[src/rtl/fpu_issue.sv]
// Command-side initiator for the fpu block: issues one operation at a time under the
// level-held start protocol, returns the result (or a watchdog timeout) over a response channel.
module fpu_issue #(
    parameter int DATA_W    = 32,
    parameter int FUNCT_W   = 5,
    parameter int TIMEOUT_W = 8
) (
    input  logic               clk,
    input  logic               rst,
    input  logic               cmd_valid,
    output logic               cmd_ready,
    input  logic [FUNCT_W-1:0] cmd_funct,
    input  logic [DATA_W-1:0]  cmd_rs1,
    input  logic [DATA_W-1:0]  cmd_rs2,
    input  logic [DATA_W-1:0]  cmd_rs3,
    input  logic [DATA_W-1:0]  cmd_rs1_i,
    output logic               rsp_valid,
    input  logic               rsp_ready,
    output logic [DATA_W-1:0]  rsp_res,
    output logic               rsp_timeout,
    output logic               fpu_start,
    output logic [FUNCT_W-1:0] fpu_funct,
    output logic [DATA_W-1:0]  fpu_rs1,
    output logic [DATA_W-1:0]  fpu_rs2,
    output logic [DATA_W-1:0]  fpu_rs3,
    output logic [DATA_W-1:0]  fpu_rs1_i,
    input  logic [DATA_W-1:0]  fpu_res,
    input  logic               fpu_done
);

    typedef enum logic [1:0] {
        IDLE = 2'd0,
        RUN  = 2'd1,
        RESP = 2'd2
    } state_t;

    localparam logic [TIMEOUT_W-1:0] WD_MAX = '1;

    state_t               state_reg;
    logic                 first_reg;
    logic [TIMEOUT_W-1:0] wd_reg;
    logic [TIMEOUT_W-1:0] wd_next;
    logic                 cmd_ready_reg;
    logic                 rsp_valid_reg;
    logic                 fpu_start_reg;
    logic [DATA_W-1:0]    rsp_res_reg;
    logic                 rsp_timeout_reg;
    logic [FUNCT_W-1:0]   fpu_funct_reg;
    logic [DATA_W-1:0]    fpu_rs1_reg;
    logic [DATA_W-1:0]    fpu_rs2_reg;
    logic [DATA_W-1:0]    fpu_rs3_reg;
    logic [DATA_W-1:0]    fpu_rs1_i_reg;

    // Saturating count of RUN cycles including the current one; reaching max means expiry.
    assign wd_next = (wd_reg == WD_MAX) ? wd_reg : wd_reg + TIMEOUT_W'(1);

    always_ff @(posedge clk) begin
        if (rst) begin
            state_reg       <= IDLE;
            first_reg       <= 1'b0;
            wd_reg          <= '0;
            cmd_ready_reg   <= 1'b1;
            rsp_valid_reg   <= 1'b0;
            fpu_start_reg   <= 1'b0;
            rsp_res_reg     <= '0;
            rsp_timeout_reg <= 1'b0;
            fpu_funct_reg   <= '0;
            fpu_rs1_reg     <= '0;
            fpu_rs2_reg     <= '0;
            fpu_rs3_reg     <= '0;
            fpu_rs1_i_reg   <= '0;
        end else begin
            case (state_reg)
                IDLE: begin
                    if (cmd_valid) begin
                        fpu_funct_reg <= cmd_funct;
                        fpu_rs1_reg   <= cmd_rs1;
                        fpu_rs2_reg   <= cmd_rs2;
                        fpu_rs3_reg   <= cmd_rs3;
                        fpu_rs1_i_reg <= cmd_rs1_i;
                        wd_reg        <= '0;
                        first_reg     <= 1'b1;
                        cmd_ready_reg <= 1'b0;
                        fpu_start_reg <= 1'b1;
                        state_reg     <= RUN;
                    end
                end
                RUN: begin
                    // The FPU forces done low on its start pulse, so done is only trusted
                    // from the second RUN cycle onward; done wins over a coincident expiry.
                    first_reg <= 1'b0;
                    wd_reg    <= wd_next;
                    if (!first_reg && fpu_done) begin
                        rsp_res_reg     <= fpu_res;
                        rsp_timeout_reg <= 1'b0;
                        fpu_start_reg   <= 1'b0;
                        rsp_valid_reg   <= 1'b1;
                        state_reg       <= RESP;
                    end else if (wd_next == WD_MAX) begin
                        rsp_res_reg     <= '0;
                        rsp_timeout_reg <= 1'b1;
                        fpu_start_reg   <= 1'b0;
                        rsp_valid_reg   <= 1'b1;
                        state_reg       <= RESP;
                    end
                end
                RESP: begin
                    if (rsp_ready) begin
                        rsp_valid_reg <= 1'b0;
                        cmd_ready_reg <= 1'b1;
                        state_reg     <= IDLE;
                    end
                end
                default: begin
                    state_reg     <= IDLE;
                    cmd_ready_reg <= 1'b1;
                    rsp_valid_reg <= 1'b0;
                    fpu_start_reg <= 1'b0;
                end
            endcase
        end
    end

    assign cmd_ready   = cmd_ready_reg;
    assign rsp_valid   = rsp_valid_reg;
    assign rsp_res     = rsp_res_reg;
    assign rsp_timeout = rsp_timeout_reg;
    assign fpu_start   = fpu_start_reg;
    assign fpu_funct   = fpu_funct_reg;
    assign fpu_rs1     = fpu_rs1_reg;
    assign fpu_rs2     = fpu_rs2_reg;
    assign fpu_rs3     = fpu_rs3_reg;
    assign fpu_rs1_i   = fpu_rs1_i_reg;

endmodule

[config.mk]
export PLATFORM = sky130hd
export DESIGN_NAME = fpu_issue
export DESIGN_NICKNAME = d
export VERILOG_FILES = /design/src/rtl/fpu_issue.sv
export SDC_FILE = /design/constraint.sdc
export NUM_CORES = 1
export LEC_CHECK = 0
export ABC_AREA = 0
export BUFFER_PORTS_ARGS = -buffer_cell sky130_fd_sc_hd__buf_4
export CORE_AREA = 2 2 130 132
export CTS_BUF_LIST = sky130_fd_sc_hd__clkbuf_8
export DETAILED_ROUTE_END_ITERATION = 8
export DIE_AREA = 0 0 132 134
export GPL_TIMING_DRIVEN = 0
export HOLD_SLACK_MARGIN = 0.05
export PLACE_DENSITY = 0.72
export SYNTH_ARGS = -nofsm -noshare
export SYNTH_HDL_FRONTEND = slang
export SYNTH_SLANG_ARGS = --single-unit
[constraint.sdc]
create_clock -name clk -period 2.1 [get_ports clk]
set_input_delay 0.105 -clock clk [delete_from_list [all_inputs] [get_ports clk]]
set_output_delay 0.105 -clock clk [all_outputs]
set_load 0.02 [all_outputs]
==> impl_metrics.csv, run 1 <==
group,metric,value,unit
place,gp_congestion,0.8581,
place,port_buffers,338,
synth,synth_seq_cells,180,
layout,layout-drive-gt1-share,32.14,%
grt,grt_usage,26.46,%
clocking,ctsRootBufferMaster,"clkbuf_8",
place,dpl_cell_area,0.009186,sq mm
sta,setup_tns,-0.2282,ns
sta,drv_slew,0,
setup_path,cp_max_fo,8,
sta,fmax,464.9,MHz
sta,tightest_slew,0.6767,ns
routing,routed_wirelength,24360,microns
clocking,cts_tree,"yes",
synth,synthesis.area,0.006356,sq mm
synth,synthCells,758,
layout,syn_to_final_growth,81.55,%
flow_run,cap_violations,0,
pwr,finalPower,0.007975,W
synth,synth_edf_count,0,
clocking,clock_path_buffers,2,
setup_path,critPathArrivalTime,2.50,ns
synth,synthFlopType,"dfxtp_1",
synth,avgSynthCellArea,8.385,sq um
synth,synth_top_area_share,56.69,%
sta,setup_ws,-0.05117,ns
synth,ys_seq_area_share,56.69,%
clocking,cts_made_buffers,17,
sta,skew,0.008906,ns
pwr,clkPwrFrac,30.1,%
layout,finalInstanceArea,0.01154,sq mm
hold_path,holdCritPathClass,"in -> reg",
floorplan,fp.dieW,132,microns
routing,vias_per_cell,4.784,
pwr,power.share.switching,29.51,%
floorplan,core,0.01629,sq mm
sta,slew_headroom,54.89,%
outcome,violations,"negative setup slack",
floorplan,num_rows,47,
clocking,clk_latency,0.46,ns
sta,setup_viol_count_final,20,
floorplan,die_y,134,microns
pwr,combPwrFrac,22.7,%
synth,ys_types,45,
layout,final_nets,1469,
routing,drtIter0Drc,408,
setup_path,endpoint_kind,"flip-flop",
synth,async_flop_share,0,%
pwr,intPower,0.005622,W
clocking,clk_pin_slew,0.09,ns
floorplan,die_area,0.01769,sq mm
setup_path,start_kind,"flip-flop",
synth,yosys_warnings,0,
setup_path,critPathKind,"reg -> reg",
layout,fin_util,70.84,%
place,dp.final_hpwl,14970,microns
pwr,ir_worst_vdd,0.4028,mV
sta,period_needed,2.151,ns
grt,grt.overflow.total,0,
floorplan,io_pins,339,
floorplan,start_util,39.02,%
routing,drcViolationCount,0,
grt,grt_max_degree,17,
sta,final_hold_viol_count,0,
clocking,numClockSinks,180,
pwr,p_leak,5.087,nW
routing,wl_per_cell,15.91,microns
clocking,htreeDepth,4,
pwr,power_switching,0.002353,W
routing,vias,7325,
pwr,p_per_area,691.1,mW/mm^2
grt,grt_pass1_vias,7467,
synth,yosys-top-cells-area,"dfxtp_1, nand2_1, a21oi_1, a22o_1, clkbuf_1",
grt,antenna_found_initial,1,
routing,ant_nets,0,
sta,rsz0062_at_grt,"yes",
synth,synth_top_area_cell,"dfxtp_1",
synth,syn-num-nets,929,
outcome,status,"complete, but fails checks",
routing,drtPass1Iterations,4,
sta,fin_crit_sh,102.4,%
setup_path,crit_required,2.45,ns
layout,fillers,1191,
grt,grt_pass1_wl,37400,microns
pwr,p_seq_share,47.2,%
[placed cells by master (no fill, tap or decap), drive strengths merged, types with 3 or more instances in the layout]
cell type,Yosys,routed
nor2,9,9
nor4,4,4
a22o,32,32
nand2,275,275
a21oi,142,142
dfxtp,180,180
clkinvlp,0,3
nand3,5,5
o211ai,3,3
o21ai,6,6
dlygate4sd3,0,167
clkinv,0,4
nand2b,6,6
buf,5,360
nor3,5,5
inv,2,5
clkbuf,53,71
[kinds of logic after synthesis]
kind of cell    synth area share (%)
mux                           0.3150
xor+xnor                      0.1378
fa+ha+maj                     0.1968
flops                          56.69
buf+inv                        3.976
simple gates                   20.22
compound gates                 18.46
[power groups by stage]
stage | clock network [W] | registers (W) | logic, W
2_1_floorplan | 0 | 0.00409 | 0.000476
3_3_place_gp | 0 | 0.00383 | 0.00149
3_5_place_dp | 0 | 0.00383 | 0.00150
4_1_cts | 0.00243 | 0.00375 | 0.00178
5_1_grt | 0.00258 | 0.00379 | 0.00194
6_report | 0.00240 | 0.00376 | 0.00181
[cell usage after synthesis (2+ instances only)]
cell      instances
a21oi_1         141
a22o_1           32
a31oi_1           2
a32oi_1           2
and2_1            2
and3_1            2
buf_6             3
clkbuf_1         53
dfxtp_1         180
inv_1             2
mux2i_1           2
nand2_1         274
nand2b_1          6
nand3_1           5
nor2_1            9
nor2b_1           2
nor3_1            5
nor4_1            3
o211ai_1          3
o21ai_0           5
[layer usage]
layer / track usage (%) / vias to the layer above / part of all wire (%)
met5: 0 / - / 0
met2: 47.60 / 277 / 51
met3: 6.992 / 70 / 6.3
li1: - / 3620 / -
met4: 13.04 / 0 / 4.1
met1: 28.88 / 3358 / 38
[what timing repair did]
action	4_1_cts	5_1_grt
endpoints found under the hold margin	170	0
gates cloned	3	0
resized for setup	30	11
setup endpoints to repair	36	136
buffers inserted	8	6
pin swaps	32	9
hold buffers	167	0
[layout make-up]
type / count / area [sq um] / share of cell area [%]
flip-flops and latches: 180 / 3616 / 31.33
diodes: 1 / 2.502 / 0.02168
repair buffers: 522 / 4348 / 37.68
clock buffers: 19 / 261.5 / 2.266
multi-input cells: 518 / 2641 / 22.89
clock inverters: 12 / 131.4 / 1.138
plain buffers: 57 / 256.5 / 2.223
well taps: 220 / 275.3 / 2.385
inverters: 2 / 7.507 / 0.06505
[stage by stage]
stage          std cells  setup WS [ns]  hold WS (ns)
4_1_cts             1524       -0.01583       0.08180
3_3_place_gp        1316        -0.1859        0.3138
2_1_floorplan        758        0.01215        0.1947
5_1_grt             1531        -0.1299        0.1438
3_5_place_dp        1316        -0.2123        0.3171
6_report            1531       -0.05117        0.1454
[critical path, cell delays in order (launching register included)]
cell and delay, ns:
dfxtp_1 0.32, buf_4 0.18, and3_4 0.25, nand3_2 0.12, o311a_4 0.35, nor4_4 0.24
a21oi_4 0.17, buf_6 0.17, a22o_1 0.23
[path summary, 6_finish.rpt]
check,startpoint,endpoint,slack (ns),depth (start not counted)
max,wd_reg[2],rsp_res[13],-0.05,8
max reg2reg,wd_reg[2],rsp_res[13],-0.05,8
min reg2reg,fpu_rs1_i[18],fpu_rs1_i[18],0.46,2
min,fpu_done,state_reg[0],0.15,5
Power figures use the tool's default switching activity.
==> run 2: changes to the inputs <==
--- a/config.mk
+++ b/config.mk
@@ -7,13 +7,13 @@
 export LEC_CHECK = 0
 export ABC_AREA = 0
 export BUFFER_PORTS_ARGS = -buffer_cell sky130_fd_sc_hd__buf_4
-export CORE_AREA = 2 2 130 132
+export CORE_AREA = 2 2 133 135
 export CTS_BUF_LIST = sky130_fd_sc_hd__clkbuf_8
 export DETAILED_ROUTE_END_ITERATION = 8
-export DIE_AREA = 0 0 132 134
+export DIE_AREA = 0 0 135 137
 export GPL_TIMING_DRIVEN = 0
 export HOLD_SLACK_MARGIN = 0.05
-export PLACE_DENSITY = 0.72
+export PLACE_DENSITY = 0.66
 export SYNTH_ARGS = -nofsm -noshare
 export SYNTH_HDL_FRONTEND = slang
 export SYNTH_SLANG_ARGS = --single-unit
==> constraint.sdc (replaced) <==
create_clock -name clk -period 2.51 [get_ports clk]
set_input_delay 0.1255 -clock clk [delete_from_list [all_inputs] [get_ports clk]]
set_output_delay 0.1255 -clock clk [all_outputs]
set_load 0.02 [all_outputs]
==> impl_metrics.csv, run 2 (synthesis results as in run 1) <==
group,metric,value,unit
sta,fin_crit_sh,94.86,%
routing,routed_wirelength,22380,microns
clocking,htreeDepth,4,
floorplan,start_util,37.27,%
sta,slew_headroom,56.97,%
layout,multi_input_area,0.002532,sq mm
place,gp_congestion,0.8795,
sta,final_hold_viol_count,0,
routing,vias,7106,
pwr,power_switching,0.001863,W
sta,rsz0062_at_grt,"no",
layout,final_nets,1453,
setup_path,crit_required,2.85,ns
sta,fmax,420.0,MHz
sta,skew,0.01067,ns
setup_path,start_kind,"flip-flop",
outcome,status,"finished clean",
pwr,clkPwrFrac,28.7,%
sta,setup_viol_count_final,0,
pwr,p_per_area,576.0,mW/mm^2
pwr,power.share.switching,28.76,%
pwr,ir_worst_vdd,0.3492,mV
grt,grt_pass1_wl,34310,microns
pwr,intPower,0.004614,W
pwr,combPwrFrac,22.8,%
clocking,cts_made_buffers,17,
floorplan,die_y,137,microns
floorplan,die_area,0.01850,sq mm
routing,drtIter0Drc,370,
routing,vias_per_cell,4.678,
setup_path,path_buf_inv,1,
setup_path,critPathArrivalTime,2.72,ns
hold_path,holdCritPathClass,"in -> reg",
routing,drtPass1Iterations,5,
place,placed_cells,1321,
layout,instances_no_fill,1519,
pwr,finalPower,0.006477,W
layout,ff_latch_area,0.003608,sq mm
setup_path,critPathKind,"reg -> reg",
place,dp.final_hpwl,14890,microns
layout,layout-drive-gt1-share,29.44,%
clocking,cts_tree,"yes",
floorplan,fp.dieW,135,microns
grt,grt_pass1_vias,6993,
routing,wl_per_cell,14.73,microns
setup_path,cp_max_fo,10,
layout,fin_util,65.93,%
setup_path,path_cells,"ha_4, nand2_2, or3_4, o311a_1, nor4_4, a21oi_2, buf_6, a22o_1",
clocking,clock_path_buffers,2,
grt,antenna_found_initial,0,
setup_path,crit_slowest_cell,"or3_4",
floorplan,core,0.01706,sq mm
layout,syn_to_final_growth,76.91,%
grt,grt.overflow.total,0,
floorplan,io_pins,339,
sta,drv_slew,0,
setup_path,cp_top_family,"simple AND/OR/NAND/NOR gates",
layout,fillers,1428,
clocking,clk_pin_slew,0.08,ns
sta,period_needed,2.381,ns
pwr,p_leak,4.976,nW
routing,drcViolationCount,0,
layout,diodes,0,
layout,final_common_cell,"buf_4",
grt,grt_usage,23.38,%
pwr,p_seq_share,48.5,%
grt,grt_max_degree,17,
layout,mostFrequentLayoutCells,"buf_4, nand2_1, dfxtp_1",
routing,ant_nets,0,
clocking,clk_latency,0.45,ns
sta,tightest_slew,0.6455,ns
setup_path,endpoint_kind,"flip-flop",
flow_run,cap_violations,0,
floorplan,num_rows,48,
place,port_buffers,338,
setup_path,max_stage_delay,0.42,ns
clocking,ctsRootBufferMaster,"clkbuf_8",
clocking,numClockSinks,180,
run 2: per-layer routing:
layer  routed length, microns  GRT usage, %  share of wire, %
met1                     8827         26.35                39
met2                    11440         41.23                51
met3                     1603         7.593               7.2
met4                      507         8.796               2.3
met5                        0             0                 0
run 2: metrics by stage:
| stage | cell area, sq um | hold slack [ns] | worst slack [ns] | setup TNS (ns) |
|---|---|---|---|---|
| 6_report | 11240 | 0.1434 | 0.1291 | 0 |
| 5_1_grt | 11240 | 0.1404 | 0.02196 | 0 |
| 4_1_cts | 11220 | 0.09276 | 0.04469 | 0 |
| 3_5_place_dp | 9175 | 0.3370 | -0.1606 | -2.689 |
| 3_3_place_gp | 9175 | 0.3353 | -0.1190 | -2.710 |
| 2_1_floorplan | 6356 | 0.2152 | 0.2324 | 0 |
run 2: layout make-up:
class,instances,share of cell area [%]
plain buffers,58,2.181
clock buffers,17,2.081
clock inverters,14,1.124
inverters,2,0.06676
multi-input cells,518,22.52
flip-flops and latches,180,32.09
well taps,225,2.504
repair buffers,505,37.43
run 2: final timing paths:
path | endpoint | slack [ns] | depth (start not counted) | startpoint
max | rsp_res[12] | 0.13 | 8 | wd_reg[0]
min | state_reg[0] | 0.14 | 5 | fpu_done
max reg2reg | rsp_res[12] | 0.13 | 8 | wd_reg[0]
min reg2reg | fpu_rs2[6] | 0.46 | 2 | fpu_rs2[6]
run 2: power by group through the flow:
stage          clock [W]  sequential (W)  combinational (W)
2_1_floorplan          0         0.00342           0.000398
5_1_grt          0.00204         0.00317            0.00159
6_report         0.00186         0.00314            0.00148
3_5_place_dp           0         0.00320            0.00125
4_1_cts          0.00193         0.00314            0.00147
3_3_place_gp           0         0.00320            0.00125
run 2: worst register-to-register path: cells and delay by family (launching register included):
family                   cells  cell delay, ns
flip-flops                   1            0.40
AND/OR/NAND/NOR              3            0.88
buffers and inverters        1            0.18
adder cells (fa/ha/maj)      1            0.20
AO/OA/AOI/OAI                3            0.60
run 2: timing repair:
item | in CTS | in global routing
setup buffers | 0 | 0
resized for setup | 3 | 5
endpoints found under the setup margin | 34 | 32
hold buffers | 167 | 0
endpoints found under the hold margin | 169 | 0
==> run 3: changes to the inputs <==
==> config.mk (replaced) <==
export PLATFORM = sky130hd
export DESIGN_NAME = fpu_issue
export DESIGN_NICKNAME = d
export VERILOG_FILES = /design/src/rtl/fpu_issue.sv
export SDC_FILE = /design/constraint.sdc
export NUM_CORES = 1
export LEC_CHECK = 0
export ABC_AREA = 1
export BUFFER_PORTS_ARGS = -buffer_cell sky130_fd_sc_hd__buf_4
export CORE_AREA = 2 2 131 133
export CTS_BUF_LIST = sky130_fd_sc_hd__clkbuf_8
export DETAILED_ROUTE_END_ITERATION = 8
export DIE_AREA = 0 0 133 135
export GPL_TIMING_DRIVEN = 0
export HOLD_SLACK_MARGIN = 0.05
export PLACE_DENSITY = 0.69
export SYNTH_ARGS = -nofsm -noshare
export SYNTH_HDL_FRONTEND = slang
export SYNTH_SLANG_ARGS = --single-unit
==> impl_metrics.csv, run 3 <==
group,metric,value,unit
routing,drcViolationCount,0,
setup_path,crit_required,2.86,ns
grt,antenna_found_initial,1,
setup_path,max_stage_delay,0.59,ns
sta,fin_crit_sh,92.26,%
sta,final_hold_viol_count,0,
routing,drtIter0Drc,327,
routing,drtPass1Iterations,5,
outcome,status,"finished clean",
synth,yosys_warnings,0,
setup_path,start_kind,"flip-flop",
routing,ant_nets,0,
grt,grt_pass1_vias,7359,
sta,period_needed,2.316,ns
routing,met1_length,9271,microns
routing,wl_met2,11940,microns
clocking,numClockSinks,180,
floorplan,num_rows,47,
setup_path,path_cells,"ha_2, nand3_2, inv_2, nand2_4, nand2_1, nand3_1, nor2_1, nand2_1, nand2_2, nand2_4, nand2_1, a21oi_1, dlygate4sd3_1",
routing,vias_per_cell,4.697,
routing,routed_wirelength,23750,microns
synth,ys_seq_area_share,55.19,%
clocking,cts_made_buffers,17,
grt,grt_usage,25.67,%
pwr,ir_worst_vdd,0.3402,mV
layout,syn_to_final_growth,75.85,%
floorplan,start_util,39.79,%
floorplan,fp.dieW,133,microns
synth,synth_seq_cells,180,
grt,grt_pass1_wl,36670,microns
setup_path,cp_max_fo,8,
sta,drv_slew,0,
sta,rsz0062_at_grt,"no",
sta,skew,0.01066,ns
place,dp.final_hpwl,15690,microns
clocking,cts_tree,"yes",
clocking,ctsRootBufferMaster,"clkbuf_8",
synth,synthCells,845,
layout,fin_util,69.98,%
floorplan,core,0.01641,sq mm
layout,mostFrequentLayoutCells,"buf_4, nor2_1, dfxtp_1",
routing,route.met3.wl,1619,microns
setup_path,cp_top_family,"simple AND/OR/NAND/NOR gates",
flow_run,cap_violations,0,
setup_path,endpoint_kind,"flip-flop",
layout,layout-drive-gt1-share,29.89,%
synth,synth_top_area_share,55.19,%
setup_path,critPathArrivalTime,2.66,ns
synth,synth.most_common_cell,"nor2_1",
floorplan,die_area,0.01796,sq mm
pwr,p_per_area,611.7,mW/mm^2
routing,routed.top_layer,"met4",
synth,yosys-top-cells-area,"dfxtp_1, nor2_1, o21ai_0, nand2_1, a21oi_1",
sta,setup_viol_count_final,0,
layout,fillers,1250,
floorplan,die_y,135,microns
routing,vias,7543,
synth,async_flop_share,0,%
clocking,clk_pin_slew,0.09,ns
synth,ys_types,24,
hold_path,holdCritPathClass,"in -> reg",
sta,tightest_slew,0.6265,ns
sta,slew_headroom,58.23,%
setup_path,critPathKind,"reg -> reg",
place,port_buffers,337,
clocking,htreeDepth,4,
layout,final_common_cell,"buf_4",
synth,syn-num-nets,1016,
routing,wl_per_cell,14.79,microns
setup_path,crit_slowest_cell,"dlygate4sd3_1",
synth,avgSynthCellArea,7.726,sq um
floorplan,io_pins,339,
grt,grt.overflow.total,0,
synth,synthTopCellsByCount,"nor2_1, dfxtp_1, o21ai_0, nand2_1, clkbuf_1",
synth,synth_top_area_cell,"dfxtp_1",
clocking,clk_latency,0.46,ns
clocking,clock_path_buffers,2,
clocking,cts_setup_buffers,0,
synth,synthFlopType,"dfxtp_1",
setup_path,critPathMostFrequentCell,"nand2_1",
synth,synthesis.area,0.006529,sq mm
grt,grt_max_degree,17,
setup_path,path_buf_inv,2,
sta,fmax,431.8,MHz
layout,final_nets,1543,
synth,synth_edf_count,0,
place,gp_congestion,0.8229,
sta,setup_tns,0,ns
pwr,p_leak,5.211,nW
## run 3: changes by cell type after synthesis, sizes merged, moves of 6 or more
cell    previous run  this run
nand3              5        13
nor2               9       280
a22o              32         0
o21ai              6       135
clkbuf            53        44
nand2            275       112
a21oi            142        46
inv                2        18
nand2b             6         0
## run 3: metrics by stage
step / worst slack [ns] / std cells / hold slack, ns / power [W] / instance area [sq um]
after global routing: 0.01344 / 1606 / 0.2182 / 0.007330 / 11480
final: 0.1942 / 1606 / 0.1706 / 0.007022 / 11480
after global placement: 0.4633 / 1402 / 0.3758 / 0.004692 / 9334
after detailed placement: 0.4081 / 1402 / 0.3815 / 0.004711 / 9334
after CTS: 0.1203 / 1605 / 0.1415 / 0.007023 / 11470
after floorplan: 0.7964 / 845 / 0.2733 / 0.003995 / 6529
## run 3: cells by family (layout without fill, tap and decap cells)
kind of cell    count (synthesis)  in the layout  share of synthesized area [%]
other cells                     0              1                              0
buf+inv                        72            612                          4.868
flops                         180            180                          55.19
fa+ha+maj                       1              1                         0.1916
compound gates                184            184                          14.91
simple gates                  407            407                          24.70
xor+xnor                        1              1                         0.1342
## run 3: power breakdown
group	internal, W	switching [W]	total, W
clock	0.00107	0.00106	0.00213
combinational	0.000795	0.000885	0.00168
sequential	0.00309	0.000126	0.00321
total	0.00495	0.00208	0.00702
## run 3: layout make-up
cell class	instances	area, sq um	share of cell area, %
diodes	1	2.502	0.02180
plain buffers	54	250.2	2.180
clock buffers	20	275.3	2.398
clock inverters	12	152.6	1.330
inverters	18	67.56	0.5885
multi-input cells	593	2610	22.73
flip-flops and latches	180	3606	31.41
well taps	220	275.3	2.398
repair buffers	508	4242	36.94
## run 3: tightest hold or removal path, cell delays in order
cell and delay (ns):
buf_4 0.07, inv_1 0.03, nor2_1 0.11, inv_1 0.09
nand3_1 0.09, a21oi_1 0.06
## run 3: metal layers
metal	vias up	track usage [%]
li1	3756	-
met1	3438	28.06
met2	281	45.57
met3	68	7.583
met4	0	12.60
met5	-	0
## run 3: timing repair
action | CTS | global route
endpoints found under the setup margin | 0 | 3
gates resized for setup | 0 | 3
hold buffers | 171 | 0
hold endpoints to repair | 168 | 0
## run 3: path summary, 6_finish.rpt
path,slack (ns),depth (start not counted),end,startpoint
max,0.19,13,rsp_res[5],wd_reg[0]
min,0.17,6,rsp_timeout,fpu_done
max reg2reg,0.19,13,rsp_res[5],wd_reg[0]
min reg2reg,0.46,2,rsp_res[12],rsp_res[12]
